`src/rtl/uart_rx_ctrl_pkg.sv`:
```
// Shared definitions for the UART receive controller: register map, bit positions, default depth.
package uart_rx_ctrl_pkg;

    typedef enum logic [1:0] {
        RegData   = 2'd0,
        RegStatus = 2'd1,
        RegCtrl   = 2'd2,
        RegRsvd   = 2'd3
    } reg_sel_e;

    localparam int unsigned STAT_NOT_EMPTY = 0;
    localparam int unsigned STAT_FULL      = 1;
    localparam int unsigned STAT_OVERRUN   = 2;
    localparam int unsigned STAT_IRQ_EN    = 3;
    localparam int unsigned STAT_COUNT_LSB = 4;
    localparam int unsigned STAT_COUNT_W   = 5;

    localparam int unsigned CTRL_IRQ_EN    = 0;
    localparam int unsigned CTRL_CLR_OVR   = 1;
    localparam int unsigned CTRL_FLUSH     = 2;

    localparam int unsigned DEFAULT_DEPTH  = 4;

endpackage

```
`src/rtl/byte_fifo.sv`:
```
// Parameterised 8-bit synchronous FIFO with flush; a push into a full FIFO is accepted
// only when a pop happens in the same cycle.
module byte_fifo #(
    parameter int unsigned DEPTH = 4
) (
    input  logic                     clk_i,
    input  logic                     reset_i,
    input  logic                     push_i,
    input  logic [7:0]               data_i,
    input  logic                     pop_i,
    input  logic                     flush_i,
    output logic [7:0]               head_o,
    output logic [$clog2(DEPTH):0]   count_o,
    output logic                     full_o,
    output logic                     empty_o
);

    localparam int unsigned AW = $clog2(DEPTH);

    logic [7:0]    mem_q [DEPTH];
    logic [AW-1:0] wr_ptr_q, wr_ptr_d;
    logic [AW-1:0] rd_ptr_q, rd_ptr_d;
    logic [AW:0]   count_q, count_d;
    logic          do_push, do_pop;

    assign empty_o = (count_q == '0);
    assign full_o  = (count_q == (AW+1)'(DEPTH));
    assign count_o = count_q;
    assign head_o  = mem_q[rd_ptr_q];

    assign do_pop  = pop_i & ~empty_o;
    assign do_push = push_i & (~full_o | do_pop);

    always_comb begin
        wr_ptr_d = wr_ptr_q;
        rd_ptr_d = rd_ptr_q;
        count_d  = count_q;
        if (flush_i) begin
            wr_ptr_d = '0;
            rd_ptr_d = '0;
            count_d  = '0;
        end else begin
            if (do_push) wr_ptr_d = wr_ptr_q + AW'(1);
            if (do_pop)  rd_ptr_d = rd_ptr_q + AW'(1);
            case ({do_push, do_pop})
                2'b10:   count_d = count_q + (AW+1)'(1);
                2'b01:   count_d = count_q - (AW+1)'(1);
                default: count_d = count_q;
            endcase
        end
    end

    always_ff @(posedge clk_i or posedge reset_i) begin
        if (reset_i) begin
            wr_ptr_q <= '0;
            rd_ptr_q <= '0;
            count_q  <= '0;
        end else begin
            wr_ptr_q <= wr_ptr_d;
            rd_ptr_q <= rd_ptr_d;
            count_q  <= count_d;
        end
    end

    // Storage needs no reset: count gates every observation of it.
    always_ff @(posedge clk_i) begin
        if (do_push && !flush_i) mem_q[wr_ptr_q] <= data_i;
    end

endmodule

```
`src/rtl/uart_rx_ctrl.sv`:
```
// Memory-mapped UART receive controller: strobe edge detect, byte FIFO, overrun, registers, irq.
// Define UART_RX_IRQ_EN to build the irq_en register and interrupt logic; otherwise irq_o is 0.
module uart_rx_ctrl
    import uart_rx_ctrl_pkg::*;
#(
    parameter int unsigned DEPTH = DEFAULT_DEPTH
) (
    input  logic        clk_i,
    input  logic        reset_i,
    input  logic        rx_status_i,
    input  logic [7:0]  rx_data_i,
    input  logic [1:0]  addr_i,
    input  logic        mem_rd_i,
    input  logic        mem_wr_i,
    input  logic [31:0] wdata_i,
    output logic [31:0] rdata_o,
    output logic        irq_o
);

    localparam int unsigned CW = $clog2(DEPTH) + 1;

    reg_sel_e      reg_sel;
    logic          rx_prev_q;
    logic          ovr_q, ovr_d;
    logic          push, pop, flush, clr_ovr, ovr_set, ctrl_wr, data_rd;
    logic [7:0]    head;
    logic [CW-1:0] count;
    logic          full, empty;
    logic          irq_en;
    logic          unused_wdata;

    assign reg_sel      = reg_sel_e'(addr_i);
    assign unused_wdata = ^wdata_i[31:3];

    assign push    = rx_status_i & ~rx_prev_q;
    assign data_rd = mem_rd_i & (reg_sel == RegData);
    assign pop     = data_rd & ~empty;
    assign ctrl_wr = mem_wr_i & (reg_sel == RegCtrl);
    assign flush   = ctrl_wr & wdata_i[CTRL_FLUSH];
    assign clr_ovr = ctrl_wr & wdata_i[CTRL_CLR_OVR];
    // A flush swallows the incoming byte, so it can never count as an overrun.
    assign ovr_set = push & full & ~pop & ~flush;

    always_comb begin
        ovr_d = ovr_q;
        if (ovr_set) begin
            ovr_d = 1'b1;
        end else if (clr_ovr) begin
            ovr_d = 1'b0;
        end
    end

    always_ff @(posedge clk_i or posedge reset_i) begin
        if (reset_i) begin
            rx_prev_q <= 1'b0;
            ovr_q     <= 1'b0;
        end else begin
            rx_prev_q <= rx_status_i;
            ovr_q     <= ovr_d;
        end
    end

    byte_fifo #(
        .DEPTH (DEPTH)
    ) u_fifo (
        .clk_i   (clk_i),
        .reset_i (reset_i),
        .push_i  (push),
        .data_i  (rx_data_i),
        .pop_i   (pop),
        .flush_i (flush),
        .head_o  (head),
        .count_o (count),
        .full_o  (full),
        .empty_o (empty)
    );

`ifdef UART_RX_IRQ_EN
    logic irq_en_q, irq_q;

    always_ff @(posedge clk_i or posedge reset_i) begin
        if (reset_i) begin
            irq_en_q <= 1'b0;
            irq_q    <= 1'b0;
        end else begin
            if (ctrl_wr) irq_en_q <= wdata_i[CTRL_IRQ_EN];
            irq_q <= irq_en_q & (~empty | ovr_q);
        end
    end

    assign irq_en = irq_en_q;
    assign irq_o  = irq_q;
`else
    logic unused_irq_bit;

    assign unused_irq_bit = wdata_i[CTRL_IRQ_EN];
    assign irq_en         = 1'b0;
    assign irq_o          = 1'b0;
`endif

    always_comb begin
        rdata_o = '0;
        case (reg_sel)
            RegData: begin
                rdata_o[7:0] = empty ? 8'h00 : head;
            end
            RegStatus: begin
                rdata_o[STAT_NOT_EMPTY] = ~empty;
                rdata_o[STAT_FULL]      = full;
                rdata_o[STAT_OVERRUN]   = ovr_q;
                rdata_o[STAT_IRQ_EN]    = irq_en;
                rdata_o[STAT_COUNT_LSB +: STAT_COUNT_W] = STAT_COUNT_W'(count);
            end
            RegCtrl: begin
                rdata_o[CTRL_IRQ_EN] = irq_en;
            end
            default: begin
                rdata_o = '0;
            end
        endcase
    end

endmodule

```
`config.mk`:
```
export PLATFORM = sky130hd
export DESIGN_NAME = uart_rx_ctrl
export DESIGN_NICKNAME = d
export VERILOG_FILES = /design/src/rtl/uart_rx_ctrl_pkg.sv /design/src/rtl/byte_fifo.sv /design/src/rtl/uart_rx_ctrl.sv
export SDC_FILE = /design/constraint.sdc
export NUM_CORES = 1
export LEC_CHECK = 0
export CAP_MARGIN = 10
export CELL_PAD_IN_SITES_DETAIL_PLACEMENT = 0
export CELL_PAD_IN_SITES_GLOBAL_PLACEMENT = 2
export CORE_ASPECT_RATIO = 0.9
export CORE_MARGIN = 4
export CORE_UTILIZATION = 30
export DETAILED_ROUTE_END_ITERATION = 7
export PLACE_DENSITY = 0.9
export RECOVER_POWER = 50
export SYNTH_ARGS = -nofsm -noshare
export SYNTH_HDL_FRONTEND = slang
export SYNTH_SLANG_ARGS = --single-unit
export TNS_END_PERCENT = 50
```
`constraint.sdc`:
```
create_clock -name clk_i -period 5.55 [get_ports clk_i]
set_input_delay 0.8325 -clock clk_i [delete_from_list [all_inputs] [get_ports clk_i]]
set_output_delay 0.8325 -clock clk_i [all_outputs]
set_load 0.1 [all_outputs]
```
======== Yosys cells after proc, flatten, opt, wreduce, memory -nomap -nowiden ========
Memories as Yosys holds them, arrays and structs flattened.
Index checks and enable logic that the tools add are counted.
cells by class
  add/sub/neg operators ................... 4
  equality and inequality tests ........... 5
  mux-type cells .......................... 13
  bitwise logic cells ..................... 17
  reductions and logical operators ........ 8
operators by type and width
  cell                                               number
  case mux 7 bit (2 select lines)                    1
  AND 1 bit                                          11
  two-way mux 2 bit                                  4
  two-way mux 8 bit                                  1
  case mux 3 bit (2 select lines)                    1
  nonzero test 2 bit                                 3
  inverter 1 bit                                     5
  adder 2 x 1 -> 2 bit (second input constant)       2
  == test 2 x 1 -> 1 bit (second input constant)     2
  == test 2 bit (second input constant)              2
  two-way mux 1 bit                                  4
  adder 3 x 1 -> 3 bit (second input constant)       1
  == test 3 bit (second input constant)              1
  zero test 3 bit                                    1
  two-way mux 3 bit                                  1
  nonzero test 3 bit                                 1
  subtractor 3 x 1 -> 3 bit (second input constant)  1
  zero test 2 bit                                    1
  case mux 1 bit (2 select lines)                    1
  logical AND 1 bit                                  1
  zero test 1 bit                                    1
  bitwise OR 1 bit                                   1
word-level totals
  flip-flop bits (word level) ............. 9
  memory bits (writable) .................. 32
  bits of input ports ..................... 47
  output and inout port bits .............. 33
  logic and storage cells ................. 53
  memories kept ........................... 1
memories
  name          depth  width  read ports  clocked after memory_dff  write ports  line             source
  u_fifo.mem_q  4      8      1           0                         1            byte_fifo.sv:20  logic [7:0] mem_q [DEPTH];

======== Longest topological paths before layout ========
Gate-level depths: netlist of run 1.
  depth after elaboration ................. 9
  depth in mapped cells ................... 7
  gate-level depth less buffers ........... 6

======== Hierarchy ========
A second synthesis of run 1 with hierarchy kept.
unflattened totals
  cells, all modules ...................... 168
  area total of the unflattened synthesis .. 2224.6 µm²
by module, submodules not included
  module        instances  cells each  area each (µm²)  sequential area each (µm²)
  byte_fifo     1          109         1778.0           1136.1
  uart_rx_ctrl  1          59          446.7            50.0

======== Worst setup path after synthesis of run 1 ========
OpenSTA, ideal clock, no wires.
  kind .................................... input to output
  start ................................... in addr_i[0]
  end ..................................... out rdata_o[3]
  arrival ................................. 4200 ps
  required time ........................... 4718 ps
  path slack .............................. 518 ps
  stages .................................. 2
  buffers on the path ..................... 1
  cell sequence ........................... clkbuf_1 > nor4b_1
between the ends
  word-level cells in the longest chain between the ends .. 2
  elaborated cells on any way between the ends .. 3
  classes of those cells .................. 1 x eq/ne; 1 x mux; 1 x reduce/logical
ends and longest elaborated chain
  element                                                    line                 source
  start, declared                                            uart_rx_ctrl.sv:12   input logic [1:0] addr_i,
  == test 2 x 1 -> 1 bit or zero test 2 bit (tied branches)  uart_rx_ctrl.sv:103  case (reg_sel)
  case mux 7 bit (2 select lines) *                          uart_rx_ctrl.sv:103
  end, declared                                              uart_rx_ctrl.sv:16   output logic [31:0] rdata_o,
Every way passes the cells marked *; elsewhere a longest branch is shown, timed or not.

======== Worst setup path in the final report of run 1 ========
Same ends and word-level chain as after synthesis.

==> flow_metrics.tcl, run 1 <==
set metrics [dict create \
    cts_tree "yes" \
    drive_gt1_share_pct 9.19 \
    cellPowerDensity_nw_per_um2 476 \
    seq_area_frac_synth_pct 55.8 \
    area_growth_pct 15.3 \
    yosysWarnings 0 \
    die_w_um 96.7 \
    setup_viol 0 \
    worstMarginPinSlew_ns 0.983 \
    core_area_um2 6730 \
    p_sw_mw 0.490 \
    worstHoldPathCells 1 \
    hold_buffers 0 \
    grt_max_degree 17 \
    ys_seq_elements 41 \
    grt_remaining_overflow 0 \
    postCtsSetupBuffers 0 \
    fin_util_pct 36.4 \
    p_int_mw 0.675 \
    p_leak_nw 0.903 \
    routed_wl_mm 3.73 \
    drtAntennaViolNets 0 \
    p_sw_share_pct 42.1 \
    syn_inst 163 \
    worstReg2RegEnd "u_fifo.count_o[2]" \
    rows 28 \
    n_antenna_cell 0 \
    finalPower_mw 1.17 \
    gp_congestion 0.695 \
    yosys.cell_types.count 39 \
    slew_headroom_pct 34.3 \
    htreeDepth 2 \
    crit_fanout 16 \
    fin_crit_sh_pct 74.1 \
    synthArstFlopShare_pct 22.0 \
    clockBufferDepth 2 \
    clk_pin_slew_ns 0.07 \
    seq_power_share_pct 39.1 \
    wl_per_cell_um 13.5 \
    finalHoldViolations 0 \
    crit_type "input pin to output port" \
    dpl_cell_area_um2 2340 \
    grt_pass1_vias 1222 \
    maxCapViolations 0 \
    synthFlopType "edfxtp_1" \
    worst_r2r_startpoint "u_fifo.count_o[2]" \
    antenna_found_initial 0 \
    ir_drop_uv 213 \
    finalCriticalPeriod_ns 4.11 \
    die-area_um2 8490 \
    min_to "ovr_q" \
    rsz0062_at_grt "no" \
    drcViolationCount 0 \
    num_vias 1214 \
    comb_power_share_pct 41.3 \
    nNetsFinal 236 \
    grt_first_pass_wirelength_mm 6.00 \
    slew_violations 0 \
    end_kind "output port" \
    rrSetupSlack_ns 3.05 \
    synth_edf_count 32 \
    syn-cell-area_um2 2120 \
    hpwlAfterDp_mm 2.74 \
    numCtsBuffers 5 \
    die_h_um 87.8 \
    drt_first_pass_iters 4 \
    vias_per_cell 4.41 \
    cts_root_buf "clkbuf_8" \
    pin_count 80 \
    start_util_pct 31.6 \
    hold_path.class "register to register" \
    timing.fmax_ghz 0.243 \
    p_clk_share_pct 19.6 \
    final_cell_area_um2 2450 \
    cts_sinks 41 \
    worstHoldStart "ovr_q" \
    reg2reg_depth 6 \
    cts_resized 0 \
    cp.required_ns 4.72 \
    io_buffers 24 \
    fin_hold_ws_ns 0.535 \
    fill_cells 672 \
    cp.arrival_ns 3.28 \
    clk_latency_ns 0.29 \
    syn_avg_cell_area_um2 13.0 \
    fin_skew_ns 0.00300 \
    start_kind "input pin" \
    grt_use_total_pct 9.02 \
    outcome "finished clean" \
    drtIter0Drc 53 \
    fin_setup_tns_ns 0 \
]
## critical path, cell delays in order
cell             delay [ns]
dlygate4sd3_1          0.77
nor4b_1                0.46
clkdlybuf4s50_1        1.22
## state kept, by name, indices dropped and copies added, names as in the netlist
| register | flops |
|---|---|
| ovr_q | 1 |
| rx_prev_q | 1 |
| u_fifo.count_o | 3 |
| u_fifo.mem_q | 32 |
| u_fifo.rd_ptr_q | 2 |
| u_fifo.wr_ptr_q | 2 |
## worst max path at each step
stage | endpoint | slack (ns) | cells past startpoint | startpoint
after floorplan | rdata_o[3] | 0.52 | 2 | addr_i[0]
after global placement | rdata_o[3] | 1.42 | 3 | addr_i[0]
after detailed placement | rdata_o[3] | 1.47 | 3 | addr_i[0]
after CTS | rdata_o[3] | 1.44 | 3 | addr_i[0]
after global routing | rdata_o[1] | 1.26 | 4 | addr_i[0]
final | rdata_o[3] | 1.44 | 3 | addr_i[0]
## routing by layer
metal	vias up	part of all wire [%]	routed length, µm	track usage [%]
met5	-	0	0	0
met3	3	5.7	212	2.47
met1	587	42	1560	10.2
met2	35	51	1900	16.2
met4	0	1.2	45	3.83
li1	589	-	-	-
## cell usage in the layout (no fill, tap or decap), drive strengths merged, types with 4 or more instances in the layout
cell type / netlist / final
dfrtp: 9 / 9
nor2: 17 / 17
mux4: 8 / 8
inv: 6 / 6
dlygate4sd3: 0 / 11
conb: 1 / 25
clkdlybuf4s50: 0 / 13
clkbuf: 6 / 5
nor3: 8 / 8
and3: 6 / 6
a21oi: 4 / 4
ha: 4 / 4
xnor2: 4 / 4
edfxtp: 32 / 32
## cell usage after synthesis, types with 3 or more instances
library cell  count  area share (%)
edfxtp_1         32              45
buf_4            25             8.8
nor2_1           17             3.0
dfrtp_1           9              11
mux4_2            8             8.5
nor3_1            7             1.6
and3_1            6             1.8
clkbuf_1          6             1.1
inv_1             6             1.1
a21oi_1           4            0.94
ha_1              4             2.4
xnor2_1           4             1.6
buf_2             3            0.71
or3_1             3            0.88
## layout make-up
cell class	instances	area (µm²)	area share, %
Timing Repair Buffer	24	240	9.81
Tap cell	90	113	4.60
Multi-Input combinational cell	106	778	31.8
Clock buffer	5	68.8	2.81
Inverter	6	22.5	0.919
Clock inverter	3	41.3	1.69
Sequential cell	41	1190	48.4
## logic make-up after synthesis
kind of cell	count (synthesis)	share of synthesized area, %
flip-flops	41	55.8
XOR/XNOR	4	1.65
AND/OR/NAND/NOR	47	12.3
other	1	0.177
adder cells (fa/ha/maj)	5	3.30
AO/OA/AOI/OAI	15	5.65
buffers and inverters	40	11.7
multiplexers	10	9.42
## power by group through the flow
stage	clock network (mW)	logic, mW	registers [mW]
2_1_floorplan	0	0.454	0.412
3_3_place_gp	0	0.484	0.462
3_5_place_dp	0	0.486	0.464
4_1_cts	0.237	0.487	0.457
5_1_grt	0.251	0.518	0.466
6_report	0.229	0.482	0.455
## stage by stage
stage,setup slack (ns),instances
3_3_place_gp,1.42,267
4_1_cts,1.44,275
6_report,1.44,275
3_5_place_dp,1.47,267
2_1_floorplan,0.518,187
5_1_grt,1.26,275
No activity file was read; power rests on OpenSTA's default activity.
==> run 2: changes to the inputs <==
--- a/config.mk
+++ b/config.mk
@@ -10,9 +10,9 @@
 export CELL_PAD_IN_SITES_GLOBAL_PLACEMENT = 2
 export CORE_ASPECT_RATIO = 0.9
 export CORE_MARGIN = 4
-export CORE_UTILIZATION = 30
+export CORE_UTILIZATION = 28
 export DETAILED_ROUTE_END_ITERATION = 7
-export PLACE_DENSITY = 0.9
+export PLACE_DENSITY = 0.85
 export RECOVER_POWER = 50
 export SYNTH_ARGS = -nofsm -noshare
 export SYNTH_HDL_FRONTEND = slang
==> constraint.sdc (replaced) <==
create_clock -name clk_i -period 3.8 [get_ports clk_i]
set_input_delay 0.57 -clock clk_i [delete_from_list [all_inputs] [get_ports clk_i]]
set_output_delay 0.57 -clock clk_i [all_outputs]
set_load 0.1 [all_outputs]
==> flow_metrics.tcl, run 2 (synthesis gave the netlist of run 1 again) <==
set metrics [dict create \
    postCtsSetupBuffers 0 \
    crit_fanout 13 \
    wl_per_cell_um 13.7 \
    place_ws_ns 0.808 \
    n_antenna_cell 0 \
    hpwlAfterDp_mm 2.84 \
    grt_use_total_pct 8.98 \
    die_w_um 99.8 \
    fin_setup_tns_ns 0 \
    start_util_pct 29.4 \
    cts_tree "yes" \
    setup_viol 0 \
    finalCriticalPeriod_ns 2.95 \
    drcViolationCount 0 \
    area_growth_pct 14.3 \
    clockBufferDepth 2 \
    htreeDepth 2 \
    routed_wl_mm 3.85 \
    final_cell_area_um2 2430 \
    gp_congestion 0.753 \
    grt_pass1_vias 1215 \
    largest_reg_flops 32 \
    fill_cells 708 \
    p_leak_nw 0.918 \
    rrSetupSlack_ns 1.44 \
    final_common_cell "edfxtp_1" \
    slew_headroom_pct 57.0 \
    timing.fmax_ghz 0.340 \
    hold_buffers 0 \
    numCtsBuffers 5 \
    die-area_um2 9050 \
    setup_slack_ns 0.855 \
    drt_first_pass_iters 2 \
    outcome "finished clean" \
    fin_util_pct 33.6 \
    fin_crit_sh_pct 77.5 \
    rsz0062_at_grt "no" \
    antenna_found_initial 0 \
    start_kind "input pin" \
    crit_type "input pin to register" \
    drive_gt1_share_pct 14.4 \
    cts_root_buf "clkbuf_8" \
    end_kind "register" \
    fin_hold_ws_ns 0.520 \
    dpl_cell_area_um2 2350 \
    finalHoldViolations 0 \
    drtAntennaViolNets 0 \
    maxCapViolations 0 \
    die_h_um 90.6 \
    final_cell_mix "edfxtp_1, conb_1, nor2_1" \
    cts_resized 0 \
    cp.arrival_ns 3.16 \
    slew_violations 0 \
    clk_pin_slew_ns 0.08 \
    grt_remaining_overflow 0 \
    layoutNonFillerInstCount 281 \
    dp_cells 273 \
    cp.required_ns 4.02 \
    core_area_um2 7220 \
    num_vias 1244 \
    hold_path.class "register to register" \
    cts_sinks 41 \
    clk_latency_ns 0.29 \
    pin_count 80 \
    drtIter0Drc 46 \
    finalPower_mw 1.64 \
    worstMarginPinSlew_ns 0.645 \
    vias_per_cell 4.43 \
    top_register "u_fifo.mem_q" \
    grt_max_degree 16 \
    cellPowerDensity_nw_per_um2 674 \
    nNetsFinal 239 \
    rows 29 \
    grt_first_pass_wirelength_mm 6.37 \
    io_buffers 24 \
    fin_skew_ns 0.00887 \
    ir_drop_uv 291 \
]
run 2: cell count changes in the layout (fill, tap and decap cells not counted), sizes merged:
| cell | previous run | this run |
|---|---|---|
| clkinv | 1 | 2 |
| bufinv | 1 | 0 |
| clkbuf | 5 | 8 |
| clkinvlp | 1 | 0 |
| buf | 0 | 9 |
| dlygate4sd3 | 11 | 10 |
| clkdlybuf4s50 | 13 | 6 |
run 2: worst paths after layout:
path | from | cells past startpoint | end
min in group asynchronous | reset_i | 2 | ovr_q
min | ovr_q | 1 | ovr_q
min reg2reg | ovr_q | 1 | ovr_q
max reg2reg | u_fifo.count_o[2] | 6 | u_fifo.count_o[2]
max in group asynchronous | reset_i | 2 | u_fifo.count_o[0]
max | addr_i[1] | 8 | u_fifo.count_o[2]
run 2: area by class of cell:
type                    count  area (µm²)  share of cell area, %
inverters                   6        22.5                  0.928
clock inverters             2        10.0                  0.412
well taps                  93         116                   4.79
flip-flops and latches     41        1190                   48.9
clock buffers               6        72.6                   2.99
repair buffers             27         235                   9.69
multi-input cells         106         785                   32.3
run 2: worst max-delay path: stages:
cell,delay (ns)
clkdlybuf4s50_1,0.45
clkbuf_1,0.43
or3b_1,0.48
nor3_1,0.12
fa_1,0.44
and3_1,0.18
or3_1,0.34
a31oi_1,0.16
run 2: per-layer routing:
layer / part of all wire [%] / up-vias / global-route usage, %
met2: 52 / 25 / 15.6
met4: 1.1 / 0 / 2.39
met5: 0 / - / 0
met1: 43 / 620 / 10.8
li1: - / 594 / -
met3: 4.3 / 5 / 2.55
run 2: report_power, final:
part	internal, mW	switching (mW)
Combinational	0.229	0.470
Clock	0.127	0.145
Sequential	0.558	0.107
Total	0.914	0.722
